File: src/rtl/data_mem_arbiter.sv
// Two-requester round-robin arbiter and sequencer for the single-port data memory.
// Range-checks each access, holds it for the memory's latency and returns per-requester status.
module data_mem_arbiter #(
  parameter int ADDR_W    = 8,
  parameter int DATA_W    = 8,
  parameter int BASE_ADDR = 64,
  parameter int DEPTH     = 64,
  parameter int READ_LAT  = 1
) (
  input  logic              clk,
  input  logic              rst_n,
  input  logic              req0,
  input  logic              we0,
  input  logic [ADDR_W-1:0] addr0,
  input  logic [DATA_W-1:0] wdata0,
  input  logic              req1,
  input  logic              we1,
  input  logic [ADDR_W-1:0] addr1,
  input  logic [DATA_W-1:0] wdata1,
  output logic              gnt0,
  output logic              gnt1,
  output logic              done0,
  output logic              done1,
  output logic              err0,
  output logic              err1,
  output logic [DATA_W-1:0] rdata0,
  output logic [DATA_W-1:0] rdata1,
  output logic [ADDR_W-1:0] mem_address,
  output logic [DATA_W-1:0] mem_write_data,
  output logic              mem_write_enable,
  input  logic [DATA_W-1:0] mem_read_data,
  output logic              busy
);

  typedef enum logic [1:0] {IDLE, ACCESS, WAIT, DONE} state_t;
  typedef struct packed {
    logic id;
    logic we;
    logic err;
  } own_t;

  // Limits carry one extra bit so BASE_ADDR+DEPTH never wraps.
  localparam logic [ADDR_W:0] ADDR_LO = (ADDR_W+1)'(BASE_ADDR);
  localparam logic [ADDR_W:0] ADDR_HI = (ADDR_W+1)'(BASE_ADDR + DEPTH);

  state_t            state_q, state_d;
  own_t              own_q, own_d;
  logic              ptr_q, ptr_d;
  logic [1:0]        cnt_q, cnt_d;
  logic [ADDR_W-1:0] maddr_q, maddr_d;
  logic [DATA_W-1:0] mwdata_q, mwdata_d;
  logic [DATA_W-1:0] rdata0_q, rdata0_d;
  logic [DATA_W-1:0] rdata1_q, rdata1_d;

  logic              win, sel_we, sel_err;
  logic [ADDR_W-1:0] sel_addr;
  logic [DATA_W-1:0] sel_wdata;

  // ptr_q names the requester that wins a tie.
  always_comb begin
    win       = (req0 && req1) ? ptr_q : req1;
    sel_we    = win ? we1 : we0;
    sel_addr  = win ? addr1 : addr0;
    sel_wdata = win ? wdata1 : wdata0;
    sel_err   = ({1'b0, sel_addr} < ADDR_LO) || ({1'b0, sel_addr} >= ADDR_HI);
  end

  always_ff @(posedge clk or negedge rst_n) begin
    if (!rst_n) begin
      state_q  <= IDLE;
      own_q    <= '0;
      ptr_q    <= 1'b0;
      cnt_q    <= '0;
      maddr_q  <= '0;
      mwdata_q <= '0;
      rdata0_q <= '0;
      rdata1_q <= '0;
    end else begin
      state_q  <= state_d;
      own_q    <= own_d;
      ptr_q    <= ptr_d;
      cnt_q    <= cnt_d;
      maddr_q  <= maddr_d;
      mwdata_q <= mwdata_d;
      rdata0_q <= rdata0_d;
      rdata1_q <= rdata1_d;
    end
  end

  always_comb begin
    state_d  = state_q;
    own_d    = own_q;
    ptr_d    = ptr_q;
    cnt_d    = cnt_q;
    maddr_d  = maddr_q;
    mwdata_d = mwdata_q;
    rdata0_d = rdata0_q;
    rdata1_d = rdata1_q;
    unique case (state_q)
      IDLE: if (req0 || req1) begin
        own_d    = '{id: win, we: sel_we, err: sel_err};
        maddr_d  = sel_addr;
        mwdata_d = sel_wdata;
        ptr_d    = ~win;
        state_d  = ACCESS;
      end
      ACCESS: begin
        cnt_d   = 2'(READ_LAT - 1);
        state_d = (own_q.we || own_q.err) ? DONE : WAIT;
      end
      WAIT: if (cnt_q == '0) begin
        if (own_q.id) rdata1_d = mem_read_data;
        else          rdata0_d = mem_read_data;
        state_d = DONE;
      end else begin
        cnt_d = cnt_q - 2'd1;
      end
      DONE:    state_d = IDLE;
      default: state_d = IDLE;
    endcase
  end

  always_comb begin
    gnt0             = (state_q == ACCESS) && !own_q.id;
    gnt1             = (state_q == ACCESS) &&  own_q.id;
    done0            = (state_q == DONE)   && !own_q.id;
    done1            = (state_q == DONE)   &&  own_q.id;
    err0             = done0 && own_q.err;
    err1             = done1 && own_q.err;
    mem_write_enable = (state_q == ACCESS) && own_q.we && !own_q.err;
    busy             = (state_q != IDLE);
  end

  assign mem_address    = maddr_q;
  assign mem_write_data = mwdata_q;
  assign rdata0         = rdata0_q;
  assign rdata1         = rdata1_q;

endmodule

File: config.mk
export PLATFORM = sky130hd
export DESIGN_NAME = data_mem_arbiter
export DESIGN_NICKNAME = d
export VERILOG_FILES = /design/src/rtl/data_mem_arbiter.sv
export SDC_FILE = /design/constraint.sdc
export NUM_CORES = 1
export LEC_CHECK = 0
export CORE_AREA = 2 2 86 88
export DETAILED_ROUTE_END_ITERATION = 8
export DIE_AREA = 0 0 88 90
export PLACE_DENSITY = 0.57
export SYNTH_ARGS = -nofsm -noshare
export SYNTH_HDL_FRONTEND = slang
export SYNTH_SLANG_ARGS = --single-unit
export TNS_END_PERCENT = 20
File: constraint.sdc
create_clock -name clk -period 2.05 [get_ports clk]
set_input_delay 0.41 -clock clk [delete_from_list [all_inputs] [get_ports clk]]
set_output_delay 0.41 -clock clk [all_outputs]
set_load 0.02 [all_outputs]
==> qor.yml, run 1 <==
status: "completed"
setup_viol: 0
overflow: 0
place_area_um2: 2940
root_buffer: "clkbuf_8"
critPathLaunch: "state_q[1]"
ys_seq_area_frac: 0.511
path_cells: "ha_1, nor2b_1, and2_1, dlygate4sd2_1"
multi_input_area_um2: 856
comb_power_share: 0.543
ir_worst_vdd_v: 0.000573
path_class: "flop to output port"
synth_top_family_by_area: "simple AND/OR/NAND/NOR gates"
dp_hpwl_um: 3860
ys_async_sr_fraction: 1.00
yosys.area_share.xor_xnor: 0
yosys_warnings: 0
io_buffer_count: 85
area_growth_pct: 55.3
p_seq_frac: 0.313
end_kind: "output port"
mappedNetlistArea_um2: 1960
rsz0062_at_grt: "false"
ios: 86
skew_ns: 0.00851
antennaDiodeCount: 0
ant_nets: 0
seqCellArea_um2: 1000
core_um2: 7020
grt_start_max_net_pins: 36
final_cell_area_um2: 3040
p_int_mw: 2.78
drv_slew: 0
rows: 31
clock.fmax_mhz: 508
finalWeightedCongestion: 0.722
final_core_util: 0.433
post_drt_wl_per_cell_um: 13.8
hold_path.class: "input pin to async pin"
finalHoldViolCount: 0
cp.arrival_ns: 1.56
drc: 0
finalCritPeriodShare: 0.960
relSlewSlack: 0.645
clk_pin_slew_ns: 0.08
synth_cell_types: 30
switchingPower_mw: 1.72
n_fill_cell: 702
cp-start-kind: "flop"
drtIter0Drc: 60
required_ns: 1.64
cts.hold.buffers_added: 0
postCtsSetupBuffers: 0
synth_edf_count: 0
nNetsFinal: 326
cts_inserted_buffers: 5
ys_ff_latch: 40
die_area_um2: 7920
syn_avg_cell_area_um2: 10.6
worst_skew_pair.late_latency_ns: 0.29
drt-total-wl_um: 5160
p_sw_frac: 0.382
p_leak_nw: 1.29
timing.rr.start: "state_q[0]"
final.setup.worst_slack_ns: 0.0811
min_period_ns: 1.97
synth_nets: 237
antenna_found_initial: 0
drive_above_1_share: 0.145
grtUsageTotal: 0.134
fin_setup_tns_ns: 0
ys.flop_type: "dfrtp_1"
max_stage_delay_ns: 0.44
timing.hold.ws_ns: 0.0508
clock_path_buffers: 2
grt_pass1_vias: 1709
place_ws_ns: 0.107
drv_cap: 0
worst_path_max_delay_cell: "dfrtp_1"
viasPerCell: 4.55
cts_sinks: 40
vias: 1700
first_pass_iters: 6
final_cell_mix: "clkdlybuf4s50_1 (76), dfrtp_1 (40), nor2_1 (20)"
synth_adder_area_share: 0.0383
muxShareOfSynthArea: 0.119
die_h_um: 90
synth-compound-area-share: 0.136
die_x_um: 88
worstMarginPinSlew_ns: 0.532
pwr-share-clk: 0.145
syn_inst: 185
final_common_cell: "clkdlybuf4s50_1"
cp_max_fo: 5
synthSimpleGateAreaFrac: 0.142
power-per-cell-area_nw_per_um2: 1480
initial_utilization: 0.279
htreeDepth: 2
grt_pass1_wl_um: 8340
cts_tree: "built"
-- through the flow --
stage,power (mW),std cells
5_1_grt,4.81,374
2_1_floorplan,2.83,185
6_report,4.51,374
4_1_cts,4.55,374
3_3_place_gp,3.90,366
3_5_place_dp,3.93,366
-- state kept, by name (all words and copies together), names as in the netlist --
register	count
mem_write_data	8
rdata0	8
state_q	2
cnt_q	2
own_q	3
rdata1	8
ptr_q	1
mem_address	8
-- worst max-delay path: cells and delay by family, from the launching register on --
family	cells	cell delay (ns)
AND/OR/NAND/NOR	2	0.30
flip-flops	1	0.44
adder cells (fa/ha/maj)	1	0.22
buffers and inverters	1	0.31
-- cell usage after synthesis, types with 2 or more instances --
library cell / instances / area, µm²
dfrtp_1: 40 / 1000
nor2_1: 20 / 75.1
nand3_1: 18 / 90.1
o21ai_0: 18 / 90.1
a31oi_1: 17 / 106
mux2_2: 10 / 113
mux2_4: 8 / 120
inv_1: 7 / 26.3
buf_2: 6 / 30.0
ha_1: 6 / 75.1
nand2_1: 5 / 18.8
and2_1: 3 / 18.8
buf_4: 3 / 22.5
nor2b_1: 3 / 18.8
o21a_1: 3 / 22.5
a21oi_1: 2 / 10.0
buf_6: 2 / 22.5
nand2b_1: 2 / 12.5
-- repair_timing --
item / 4_1_cts / 5_1_grt
endpoints found under the setup margin: 8 / 3
gates cloned: 0 / 0
resized for setup: 8 / 3
endpoints found under the hold margin: 0 / 0
-- cell families (layout without fill, tap and decap cells) --
logic type / Yosys count / after routing
flops: 40 / 40
buf+inv: 19 / 109
compound gates: 45 / 45
simple gates: 57 / 57
fa+ha+maj: 6 / 6
mux: 18 / 18
-- final cells by class --
type	instances	area share
Clock buffer	5	0.0226
Tap cell	99	0.0407
Clock inverter	3	0.0140
Timing Repair Buffer	94	0.304
Inverter	7	0.00863
Sequential cell	40	0.329
Multi-Input combinational cell	126	0.281
-- per-layer routing --
layer	vias to the layer above	wire length [µm]	GRT usage
met2	84	2200	0.198
met3	12	497	0.0468
li1	829	-	-
met5	-	0	0
met1	775	2340	0.181
met4	0	119	0.0487
-- power groups by stage --
stage          Clock [mW]  Combinational [mW]  Sequential [mW]
2_1_floorplan           0                1.03             1.80
3_3_place_gp            0                2.48             1.42
3_5_place_dp            0                2.50             1.43
4_1_cts             0.671                2.47             1.41
5_1_grt             0.702                2.64             1.47
6_report            0.651                2.45             1.41
-- final timing paths --
path,end,cells past startpoint,slack (ns)
min in group clk,cnt_q[1],1,0.50
worst max register to register,rdata0[6],5,0.29
worst min register to register,cnt_q[1],1,0.50
max in group asynchronous,mem_address[7],2,1.52
worst max-delay path,err0,4,0.08
worst min-delay path,rdata1[1],1,0.05
Note: power is estimated with default switching activity, not from simulation.
==> run 2: changes to the inputs <==
Clock period 2.05 ns to 2 ns, I/O delays scaled along.
==> run 2 against run 1 <==
First-iteration DRC count is 3.3% lower. Sequential cell count stayed put. Worst setup slack better by 0.016 ns. Highest routed layer unchanged. Register-to-register slack lost 0.06 ns. Via count decreased by 1.5%. Combinational power grew 2%. Largest power group unchanged.
==> qor.yml, run 2 (synthesis results as in run 1) <==
clock.fmax_mhz: 526
cp_max_fo: 5  # unchanged
finalCritPeriodShare: 0.951
setup_viol: 0  # unchanged
clk_pin_slew_ns: 0.08  # about the same
hold_path.class: "input pin to async pin"
power-per-cell-area_nw_per_um2: 1520  # +2.5%
postCtsSetupBuffers: 0  # unchanged
p_leak_nw: 1.29  # +0.11%
die_x_um: 88  # unchanged
required_ns: 1.60  # -0.04 ns
grt_start_max_net_pins: 36  # unchanged
die_h_um: 90  # unchanged
nNetsFinal: 328  # +0.61%
cts.hold.buffers_added: 0  # unchanged
area_growth_pct: 56.2
status: "completed"
ios: 86  # unchanged
post_drt_wl_per_cell_um: 13.7  # -0.72%
final.setup.worst_slack_ns: 0.0975  # +0.0164 ns
place_ws_ns: 0.0590  # -0.0478 ns
path_class: "flop to output port"
finalHoldViolCount: 0  # unchanged
grtUsageTotal: 0.133  # -0.000802
io_buffer_count: 85  # unchanged
rsz0062_at_grt: "true"
final_core_util: 0.436  # +0.00250
ant_nets: 0  # unchanged
rows: 31  # unchanged
viasPerCell: 4.45  # -2.1%
skew_ns: 0.0141  # +0.00558 ns
initial_utilization: 0.279  # unchanged
final_cell_mix: "clkdlybuf4s50_1 (76), dfrtp_1 (40), nor2_1 (20)"
final_common_cell: "clkdlybuf4s50_1"
cp-start-kind: "flop"
root_buffer: "clkbuf_8"
drive_above_1_share: 0.155  # +0.00978
drtIter0Drc: 58  # -3.3%
cts_sinks: 40  # unchanged
end_kind: "output port"
drc: 0  # unchanged
htreeDepth: 2  # unchanged
clock_path_buffers: 2  # unchanged
dp_hpwl_um: 3920  # +1.6%
die_area_um2: 7920  # unchanged
ff2ff_path_depth: 5  # unchanged
grt_pass1_wl_um: 8280  # -0.74%
min_period_ns: 1.90
drv_cap: 0  # unchanged
first_pass_iters: 4  # -2
cts_tree: "built"
worst_skew_pair.late_latency_ns: 0.30  # about the same
drt-total-wl_um: 5150  # -0.19%
overflow: 0  # unchanged
cp.arrival_ns: 1.50  # -0.06 ns
antennaDiodeCount: 0  # unchanged
drv_slew: 0  # unchanged
cts_inserted_buffers: 5  # unchanged
grt_pass1_vias: 1713  # +0.23%
antenna_found_initial: 0  # unchanged
n_fill_cell: 703  # +0.14%
ir_worst_vdd_v: 0.000564  # -1.5%
relSlewSlack: 0.647  # +0.00121
vias: 1674  # -1.5%
finalWeightedCongestion: 0.725  # +0.30%
worstMarginPinSlew_ns: 0.530  # -0.00182 ns
core_um2: 7020  # unchanged
==> run 2: per-stage QoR <==
stage	hold slack, ns	power (mW)	instances	area [µm²]	setup TNS [ns]
floorplan	0.104	2.90	185	1960	0
global placement	0.368	4.01	368	2960	0
detailed placement	0.365	4.04	368	2960	0
CTS	0.0422	4.69	376	3060	0
global route	0.0602	4.97	376	3060	-0.0112
finish	0.0330	4.64	376	3060	0
==> run 2: timing repair <==
action | CTS | global route
endpoints found under the setup margin | 8 | 4
resized for setup | 8 | 7
endpoints found under the hold margin | 0 | 0
==> run 2: worst paths after layout <==
| check | start | to | slack (ns) |
|---|---|---|---|
| setup / recovery | state_q[1] | gnt0 | 0.1 |
| hold / removal | rst_n | rdata0[1] | 0.03 |
| setup reg to reg | state_q[0] | rdata0[3] | 0.23 |
| hold reg to reg | cnt_q[1] | cnt_q[1] | 0.50 |
| max in group asynchronous | rst_n | mem_address[3] | 1.50 |
| min in group clk | cnt_q[1] | cnt_q[1] | 0.50 |
==> run 2: final cells by class <==
cell class	count	area, µm²	area share
Multi-Input combinational cell	126	856	0.280
Sequential cell	40	1000	0.327
Clock inverter	3	46.3	0.0151
Clock buffer	5	68.8	0.0225
Tap cell	99	124	0.0405
Timing Repair Buffer	96	938	0.307
Inverter	7	26.3	0.00859
==> run 2: worst max-delay path: stages, from the launching register on <==
cell and delay (ns):
dfrtp_1 0.43, inv_1 0.12, ha_2 0.23, nor2b_1 0.13
clkdlybuf4s15_1 0.30
==> run 2: power breakdown <==
group | switching [mW] | internal, mW | total (mW)
registers | 0.244 | 1.21 | 1.45
clock network | 0.305 | 0.376 | 0.681
logic | 1.23 | 1.28 | 2.51
total | 1.78 | 2.87 | 4.64
==> run 2: layer usage <==
layer | vias to the layer above | track usage | share of wire
li1 | 834 | - | -
met5 | - | 0 | 0
met2 | 71 | 0.206 | 0.44
met3 | 4 | 0.0376 | 0.079
met1 | 765 | 0.179 | 0.47
met4 | 0 | 0.0423 | 0.0093
